File: config.mk
export PLATFORM = sky130hd
export DESIGN_NAME = gpu_bg_pixel_writer
export DESIGN_NICKNAME = d
export VERILOG_FILES = /design/src/rtl/gpu_bg_pixel_writer.sv
export SDC_FILE = /design/constraint.sdc
export NUM_CORES = 1
export LEC_CHECK = 0
export ABC_AREA = 1
export BUFFER_PORTS_ARGS = -buffer_cell sky130_fd_sc_hd__buf_2
export CORE_ASPECT_RATIO = 0.5
export CORE_MARGIN = 8
export CORE_UTILIZATION = 40
export DETAILED_ROUTE_END_ITERATION = 16
export PLACE_DENSITY_LB_ADDON = 0.3
export SYNTH_ARGS = -nofsm -noshare
export SYNTH_HDL_FRONTEND = slang
export SYNTH_SLANG_ARGS = --single-unit
export TNS_END_PERCENT = 20
File: constraint.sdc
create_clock -name iClock -period 1.55 [get_ports iClock]
set_clock_uncertainty 0.1 [all_clocks]
set_input_delay 0 -clock iClock [delete_from_list [all_inputs] [get_ports iClock]]
set_output_delay 0 -clock iClock [all_outputs]
set_load 0.03 [all_outputs]
File: src/rtl/gpu_bg_pixel_writer.sv
// gpu_bg_pixel_writer
// Executes the gwbg micro-op: latches a tile row (BH/BL) and the BG palette,
// then writes 8 palette-mapped 2-bit shades into the framebuffer, MSB pixel
// first, one shade per accepted write (oFbWe && iFbReady).
//
// Ports:
//   iClock, iReset      clock, asynchronous active-low reset
//   iStart              one-cycle gwbg strobe (honoured in IDLE only)
//   iBh, iBl, iBgp      tile row high/low bytes and BG palette
//   iAddrLoad/iAddrValue load the framebuffer address counter (IDLE only)
//   iFbReady            framebuffer accepts a write this cycle
//   oFbWe/oFbAddr/oFbData framebuffer write request, address, shade
//   oBusy               gwbg in progress
//   oDone               one-cycle pulse after the final pixel write
//   oWrap               one-cycle pulse when the address wraps FB_LAST -> 0
//
// state  | meaning
// -------+------------------------------------------------------------
// IDLE   | waiting for iStart; address counter may be loaded
// SHIFT  | presenting one pixel per cycle, advancing on each accepted write
module gpu_bg_pixel_writer #(
    parameter int FB_ADDR_W  = 13,
    parameter int FB_LAST    = 8191,
    parameter int PIX_PER_OP = 8
) (
    input  logic                 iClock,
    input  logic                 iReset,
    input  logic                 iStart,
    input  logic [7:0]           iBh,
    input  logic [7:0]           iBl,
    input  logic [7:0]           iBgp,
    input  logic                 iAddrLoad,
    input  logic [FB_ADDR_W-1:0] iAddrValue,
    input  logic                 iFbReady,
    output logic                 oFbWe,
    output logic [FB_ADDR_W-1:0] oFbAddr,
    output logic [1:0]           oFbData,
    output logic                 oBusy,
    output logic                 oDone,
    output logic                 oWrap
);

    localparam int CNT_W = $clog2(PIX_PER_OP + 1);
    localparam logic [FB_ADDR_W-1:0] ADDR_LAST = FB_ADDR_W'(FB_LAST);
    // One bit wider so the clamp compare stays meaningful even when FB_LAST
    // is the largest value the address width can hold.
    localparam logic [FB_ADDR_W:0]   LAST_EXT  = (FB_ADDR_W + 1)'(FB_LAST);
    localparam logic [CNT_W-1:0]     CNT_LAST  = CNT_W'(PIX_PER_OP - 1);

    typedef enum logic {
        ST_IDLE  = 1'b0,
        ST_SHIFT = 1'b1
    } state_e;

    state_e                 state_q, state_d;
    logic [7:0]             bh_q, bh_d;
    logic [7:0]             bl_q, bl_d;
    logic [7:0]             bgp_q, bgp_d;
    logic [CNT_W-1:0]       cnt_q, cnt_d;
    logic [FB_ADDR_W-1:0]   addr_q, addr_d;
    logic                   done_q, done_d;
    logic                   wrap_q, wrap_d;

    logic                   busy;
    logic [1:0]             pix_idx;
    logic [FB_ADDR_W-1:0]   load_val;

    assign busy     = (state_q == ST_SHIFT);
    assign pix_idx  = {bh_q[7], bl_q[7]};
    assign load_val = ({1'b0, iAddrValue} > LAST_EXT) ? ADDR_LAST : iAddrValue;

    assign oBusy   = busy;
    assign oFbWe   = busy;
    assign oFbAddr = addr_q;
    // Palette lookup straight off the shift-register MSBs; forced to 0 while
    // idle so stale tile data never reaches the bus.
    assign oFbData = busy ? bgp_q[{pix_idx, 1'b0} +: 2] : 2'b00;
    assign oDone   = done_q;
    assign oWrap   = wrap_q;

    always_comb begin
        state_d = state_q;
        bh_d    = bh_q;
        bl_d    = bl_q;
        bgp_d   = bgp_q;
        cnt_d   = cnt_q;
        addr_d  = addr_q;
        done_d  = 1'b0;
        wrap_d  = 1'b0;
        case (state_q)
            ST_IDLE: begin
                if (iAddrLoad) begin
                    addr_d = load_val;
                end
                if (iStart) begin
                    bh_d    = iBh;
                    bl_d    = iBl;
                    bgp_d   = iBgp;
                    cnt_d   = '0;
                    state_d = ST_SHIFT;
                end
            end
            ST_SHIFT: begin
                // iFbReady low simply holds everything: a stall.
                if (iFbReady) begin
                    bh_d  = {bh_q[6:0], 1'b0};
                    bl_d  = {bl_q[6:0], 1'b0};
                    cnt_d = cnt_q + CNT_W'(1);
                    if (addr_q == ADDR_LAST) begin
                        addr_d = '0;
                        wrap_d = 1'b1;
                    end else begin
                        addr_d = addr_q + FB_ADDR_W'(1);
                    end
                    if (cnt_q == CNT_LAST) begin
                        state_d = ST_IDLE;
                        done_d  = 1'b1;
                    end
                end
            end
            default: begin
                state_d = ST_IDLE;
            end
        endcase
    end

    always_ff @(posedge iClock or negedge iReset) begin
        if (!iReset) begin
            state_q <= ST_IDLE;
            bh_q    <= '0;
            bl_q    <= '0;
            bgp_q   <= '0;
            cnt_q   <= '0;
            addr_q  <= '0;
            done_q  <= 1'b0;
            wrap_q  <= 1'b0;
        end else begin
            state_q <= state_d;
            bh_q    <= bh_d;
            bl_q    <= bl_d;
            bgp_q   <= bgp_d;
            cnt_q   <= cnt_d;
            addr_q  <= addr_d;
            done_q  <= done_d;
            wrap_q  <= wrap_d;
        end
    end

endmodule

==> impl_metrics.ini, run 1 <==
[setup_path]
arrival_ns = 1.60
reg2reg_depth = 8
critPathMaxFanout = 6
critPathRequiredTime_ns = 1.68
startpoint_type = flop
crit_type = flop to flop
critPathCaptureType = flop
rrSetupSlack_ns = 0.09
rr_endpoint = oFbAddr[1]
worstReg2RegStart = oFbAddr[0]

[power_and_ir_drop]
power_density_nw_per_um2 = 1774
p_int_uw = 3293
p_sw_share_pct = 43.69
pwr-share-seq_pct = 35.5
vdd_drop_max_mv = 0.8270
power_leakage_uw = 0.001610
power.switching_uw = 2555
clkPwrFrac_pct = 15.7
power_frac_comb_pct = 48.8
power_uw = 5849

[logic_synthesis]
ys_seq_elements = 44
syn-num-nets = 323
synth-seq-area-share_pct = 49.66
synth_cell_types = 23
synthCells = 279
avgSynthCellArea_um2 = 7.947
ys.warnings.count = 0
netlist_area_um2 = 2217

[layout]
fillers = 471
fin_nets = 434
drive_above_1_share_pct = 29.92
syn_to_final_growth_pct = 48.70
postLayoutCellArea_um2 = 3297
antenna_cells = 0
stdcell_count = 464

[floorplan]
rows = 19
core_um2 = 5420
io_pins = 61
die_w_um = 121.3
start_util_pct = 40.90
die_h_um = 68.65
dieArea_um2 = 8326

[placed_design]
dp_hpwl_um = 4246
placedCellCount = 415
io_buffers = 60
gp_congestion = 0.8634
placed_cell_area_um2 = 2691

[sta]
post-route-period-util_pct = 94.49
fmax_mhz = 682.8
worst_pin_slew_ns = 0.2968
setup_viol = 0
grt_setup_unrepaired = yes
worst_hold_slack_ns = 0.1005
relSlewSlack_pct = 80.06
hold_viol_final = 0
timing.final.max_slew_violations = 0
min_period_ns = 1.465

[routing]
met2_length_um = 3144
wl_per_cell_um = 13.22
first_iter_violations = 88
top_layer_used = met4
final_antenna_net_count = 0
wl_um = 6135
vias = 2269
detailedRoute.firstPassIterationCount = 4
met1_length_um = 2596
viasPerCell = 4.890
dr_wl_met3_um = 328
drc = 0

[hold_path]
hp-class = input pin to asynchronous set/reset pin

[clock_network]
cts_tree = yes
max-clock-path-buffers = 2
path_clk_slew_ns = 0.09
cts_buffers = 5
root_buffer = clkbuf_8
h-tree-depth = 2
worstSkewPairLatency_ns = 0.30
clock-sinks = 44

[global_route]
antenna_found_initial = 0
grt_max_degree = 45
grt_pass1_vias = 2303
track_usage_pct = 15.05
grt-ovfl-total = 0
grt_pass1_wl_um = 10210

[status]
outcome = complete, no violations

[job]
max-cap-violations = 0
## per-stage QoR
stage / setup TNS (ns) / setup slack (ns) / util [%]
6_report: 0 / 0.08540 / 60.83
3_5_place_dp: -0.2548 / -0.06821 / 49.65
4_1_cts: -0.008833 / -0.004532 / 59.42
2_1_floorplan: -0.1170 / -0.05852 / -
5_1_grt: -0.006024 / -0.006024 / 60.83
3_3_place_gp: 0 / 0.04935 / 49.65
## state kept, by name, summed over array words and instances, names as in the netlist
name	count
oFbAddr	13
bgp_q	8
bh_q	8
bl_q	8
cnt_q	4
oBusy	1
oDone	1
oWrap	1
## worst max-delay path by stage
stage | to | start | depth (start not counted) | slack [ns]
finish | oFbAddr[1] | oFbAddr[0] | 8 | 0.09
global route | oFbAddr[1] | oFbAddr[0] | 8 | -0.006
CTS | oFbAddr[11] | oFbAddr[1] | 8 | -0.005
detailed placement | oFbAddr[11] | oFbAddr[1] | 8 | -0.07
global placement | oFbAddr[1] | oFbAddr[1] | 8 | 0.05
floorplan | oFbData[0] | oBusy | 4 | -0.06
## cells in the mapped netlist
master    count  area, µm²
a21oi_1      17      85.08
a31oi_1      14      87.58
buf_2         6      30.03
buf_4         1      7.510
buf_6         1      11.26
clkbuf_1      5      18.77
dfrtp_1      44       1101
ha_1          2      25.02
inv_1        11      41.29
inv_2         1      3.750
mux2_2        8      90.09
nand2_1      69      259.0
nand2_2       1      6.260
nand3_1      17      85.08
nand4_1       3      18.77
nor2_1       53      198.9
nor2_2        1      6.260
nor3_1        2      10.01
o211ai_1      1      7.510
o21ai_0      17      85.08
or2_2         2      12.51
xnor2_1       1      8.760
xor2_1        2      17.52
## cell usage in the layout (no fill, tap or decap), drive strengths merged, types with 2 or more instances in the layout
cell type	n
clkinv	2
nor3	2
nand4	3
dlygate4sd3	40
ha	2
buf	77
nor2	54
o21ai	17
a21oi	17
clkbuf	5
xor2	2
a31oi	14
nand2	70
or2	2
mux2	8
nand3	17
inv	12
dfrtp	44
## layer usage
layer,vias up,track usage (%)
met4,0,5.632
met5,-,0
met3,7,3.818
met1,1070,17.11
met2,52,27.60
li1,1140,-
## logic make-up after synthesis
kind of cell | count (synthesis) | share of synthesized area (%)
flip-flops | 44 | 49.66
AO/OA/AOI/OAI | 49 | 11.96
multiplexers | 8 | 4.063
buffers and inverters | 25 | 5.079
AND/OR/NAND/NOR | 148 | 26.92
XOR/XNOR | 3 | 1.185
adder cells (fa/ha/maj) | 2 | 1.128
## timing repair
item,4_1_cts,5_1_grt
hold endpoints to repair,82,0
setup buffers,0,1
setup endpoints to repair,6,12
pin swaps,0,3
hold buffers,40,0
resized for setup,3,20
## power groups by stage
stage	Sequential, µW	Clock (µW)	Combinational (µW)
after global routing	2150	983	3170
final	2070	919	2860
after CTS	2040	941	2670
after global placement	2030	0	2500
after detailed placement	2060	0	2580
after floorplan	2310	0	1510
## cell type report
type	count	area [µm²]	share of cell area, %
flip-flops and latches	44	1106	33.55
repair buffers	117	853.3	25.88
clock inverters	3	47.55	1.442
inverters	12	47.55	1.442
well taps	73	91.34	2.770
multi-input cells	210	1082	32.83
clock buffers	5	68.82	2.087
## critical path: stages (launching register included)
cell	delay, ns
dfrtp_2	0.44
ha_4	0.18
nand2_4	0.08
nor2_4	0.05
nand3_2	0.08
nor2_2	0.05
nor2_4	0.20
nand2_1	0.08
a21oi_1	0.13
No activity file was read; power rests on OpenSTA's default activity.
==> inputs of run 2 (changes only) <==
- PLACE_DENSITY: not set -> 0.66
- PLACE_DENSITY_LB_ADDON: 0.3 -> not set
- clock period: 1.55 -> 1.7 ns (I/O delays scaled with it)
==> run 2 against run 1 <==
  * Sequential power fell by 9.7%
  * Wire length fell by 0.54%
  * Combinational power fell by 19%
  * Core utilization fell by 2.9 points
  * Setup slack improved by 0.0038 ns
  * Register-to-register slack barely moved
  * Total power fell by 16%
  * Final cell count fell by 1.1%
  * Critical endpoint is now bl_q[0]
  * Largest cell class unchanged
  * Highest routed layer unchanged
==> impl_metrics.ini, run 2 (synthesis results as in run 1) <==
[sta]
min_period_ns = 1.611
relSlewSlack_pct = 61.20
worst_pin_slew_ns = 0.5821
setup_viol = 0
fmax_mhz = 620.8
hold_viol_final = 0
setup_tns_ns = 0
timing.final.max_slew_violations = 0
setup_slack_ns = 0.08924
post-route-period-util_pct = 94.75
grt_setup_unrepaired = no

[power_and_ir_drop]
vdd_drop_max_mv = 0.7372
power_leakage_uw = 0.001548
power_density_nw_per_um2 = 1558

[hold_path]
hp-class = input pin to flop

[routing]
final_antenna_net_count = 0
detailedRoute.firstPassIterationCount = 4
first_iter_violations = 132
wl_um = 6102
wl_per_cell_um = 13.29
viasPerCell = 4.867
drc = 0
vias = 2234

[layout]
drive_above_1_share_pct = 24.35
final_common_cell = nand2_1
largest_reg_flops = 13
final_cell_mix = nand2_1, buf_2, nor2_1
syn_to_final_growth_pct = 41.65
antenna_cells = 0
fin_nets = 429

[global_route]
grt-ovfl-total = 0
antenna_found_initial = 0
grt_pass1_vias = 2194
grt_pass1_wl_um = 10270
track_usage_pct = 15.42
grt_max_degree = 30

[floorplan]
core_um2 = 5420
dieArea_um2 = 8326
start_util_pct = 40.90
rows = 19
io_pins = 61
die_h_um = 68.65
die_w_um = 121.3

[setup_path]
critPathMaxFanout = 18
critPathCaptureType = flop
crit_slowest_cell = dlygate4sd3_1
path_delay_family = buffers and inverters
arrival_ns = 1.75
critPathRequiredTime_ns = 1.84
rrSetupSlack_ns = 0.09
crit_type = flop to flop
cp_cell_sequence = inv_2, buf_6, nand3_1, dlygate4sd3_1, nand2_1
crit_buf_inv = 3
startpoint_type = flop
max_stage_delay_ns = 0.58

[clock_network]
cts_buffers = 5
path_clk_slew_ns = 0.09
max-clock-path-buffers = 2
root_buffer = clkbuf_8
worstSkewPairLatency_ns = 0.30
cts_setup_buffers = 0
h-tree-depth = 2
clock-sinks = 44
cts_tree = yes

[placed_design]
dp_hpwl_um = 4228
place_worst_setup_slack_ns = 0.1044
io_buffers = 60
gp_congestion = 0.8813

[job]
max-cap-violations = 0

[status]
outcome = complete, no violations
==> run 2: timing repair <==
action                                  CTS  global route
hold endpoints to repair                 62             0
endpoints found under the setup margin    0             9
gates resized for setup                   0             3
hold buffers                             41             0
==> run 2: metrics by stage <==
| step | instance area (µm²) | power, µW | std cells | hold WS, ns | util, % |
|---|---|---|---|---|---|
| after global routing | 3141 | 5302 | 459 | 0.03054 | 57.94 |
| after global placement | 2624 | 4050 | 410 | -0.07028 | 48.41 |
| final | 3141 | 4892 | 459 | 0.01020 | 57.94 |
| after floorplan | 2217 | 3474 | 279 | -0.3956 | - |
| after detailed placement | 2624 | 4133 | 410 | -0.05960 | 48.41 |
| after CTS | 3132 | 4927 | 459 | 0.0006730 | 57.78 |
==> run 2: area by class of cell <==
cell class	count	area, µm²
Clock inverter	2	15.01
Fill cell	515	2280
Inverter	12	45.04
Clock buffer	6	82.58
Timing Repair Buffer	112	797.0
Multi-Input combinational cell	210	1008
Tap cell	73	91.34
Sequential cell	44	1101
==> run 2: worst min-delay path: cells and delay by family <==
kind | cells | cell delay (ns)
buffers and inverters | 1 | 0.08
AND/OR/NAND/NOR | 3 | 0.29
==> run 2: power breakdown <==
| group | switching (µW) | internal (µW) |
|---|---|---|
| Clock | 377 | 329 |
| Combinational | 1410 | 904 |
| Sequential | 378 | 1490 |
| Total | 2170 | 2730 |
==> run 2: routing by layer <==
layer | global-route usage, % | wire length [µm]
met5 | 0 | 0
met3 | 3.656 | 243
met4 | 4.566 | 72
met2 | 28.21 | 3088
met1 | 18.11 | 2698
==> run 2: path summary, 6_finish.rpt <==
path	start	to	cells past startpoint
setup / recovery	oBusy	bl_q[0]	5
hold / removal	iFbReady	bh_q[0]	4
setup reg to reg	oBusy	bl_q[0]	5
hold reg to reg	cnt_q[3]	cnt_q[3]	1
max in group asynchronous	iReset	cnt_q[3]	3
min in group asynchronous	iReset	oFbAddr[6]	2
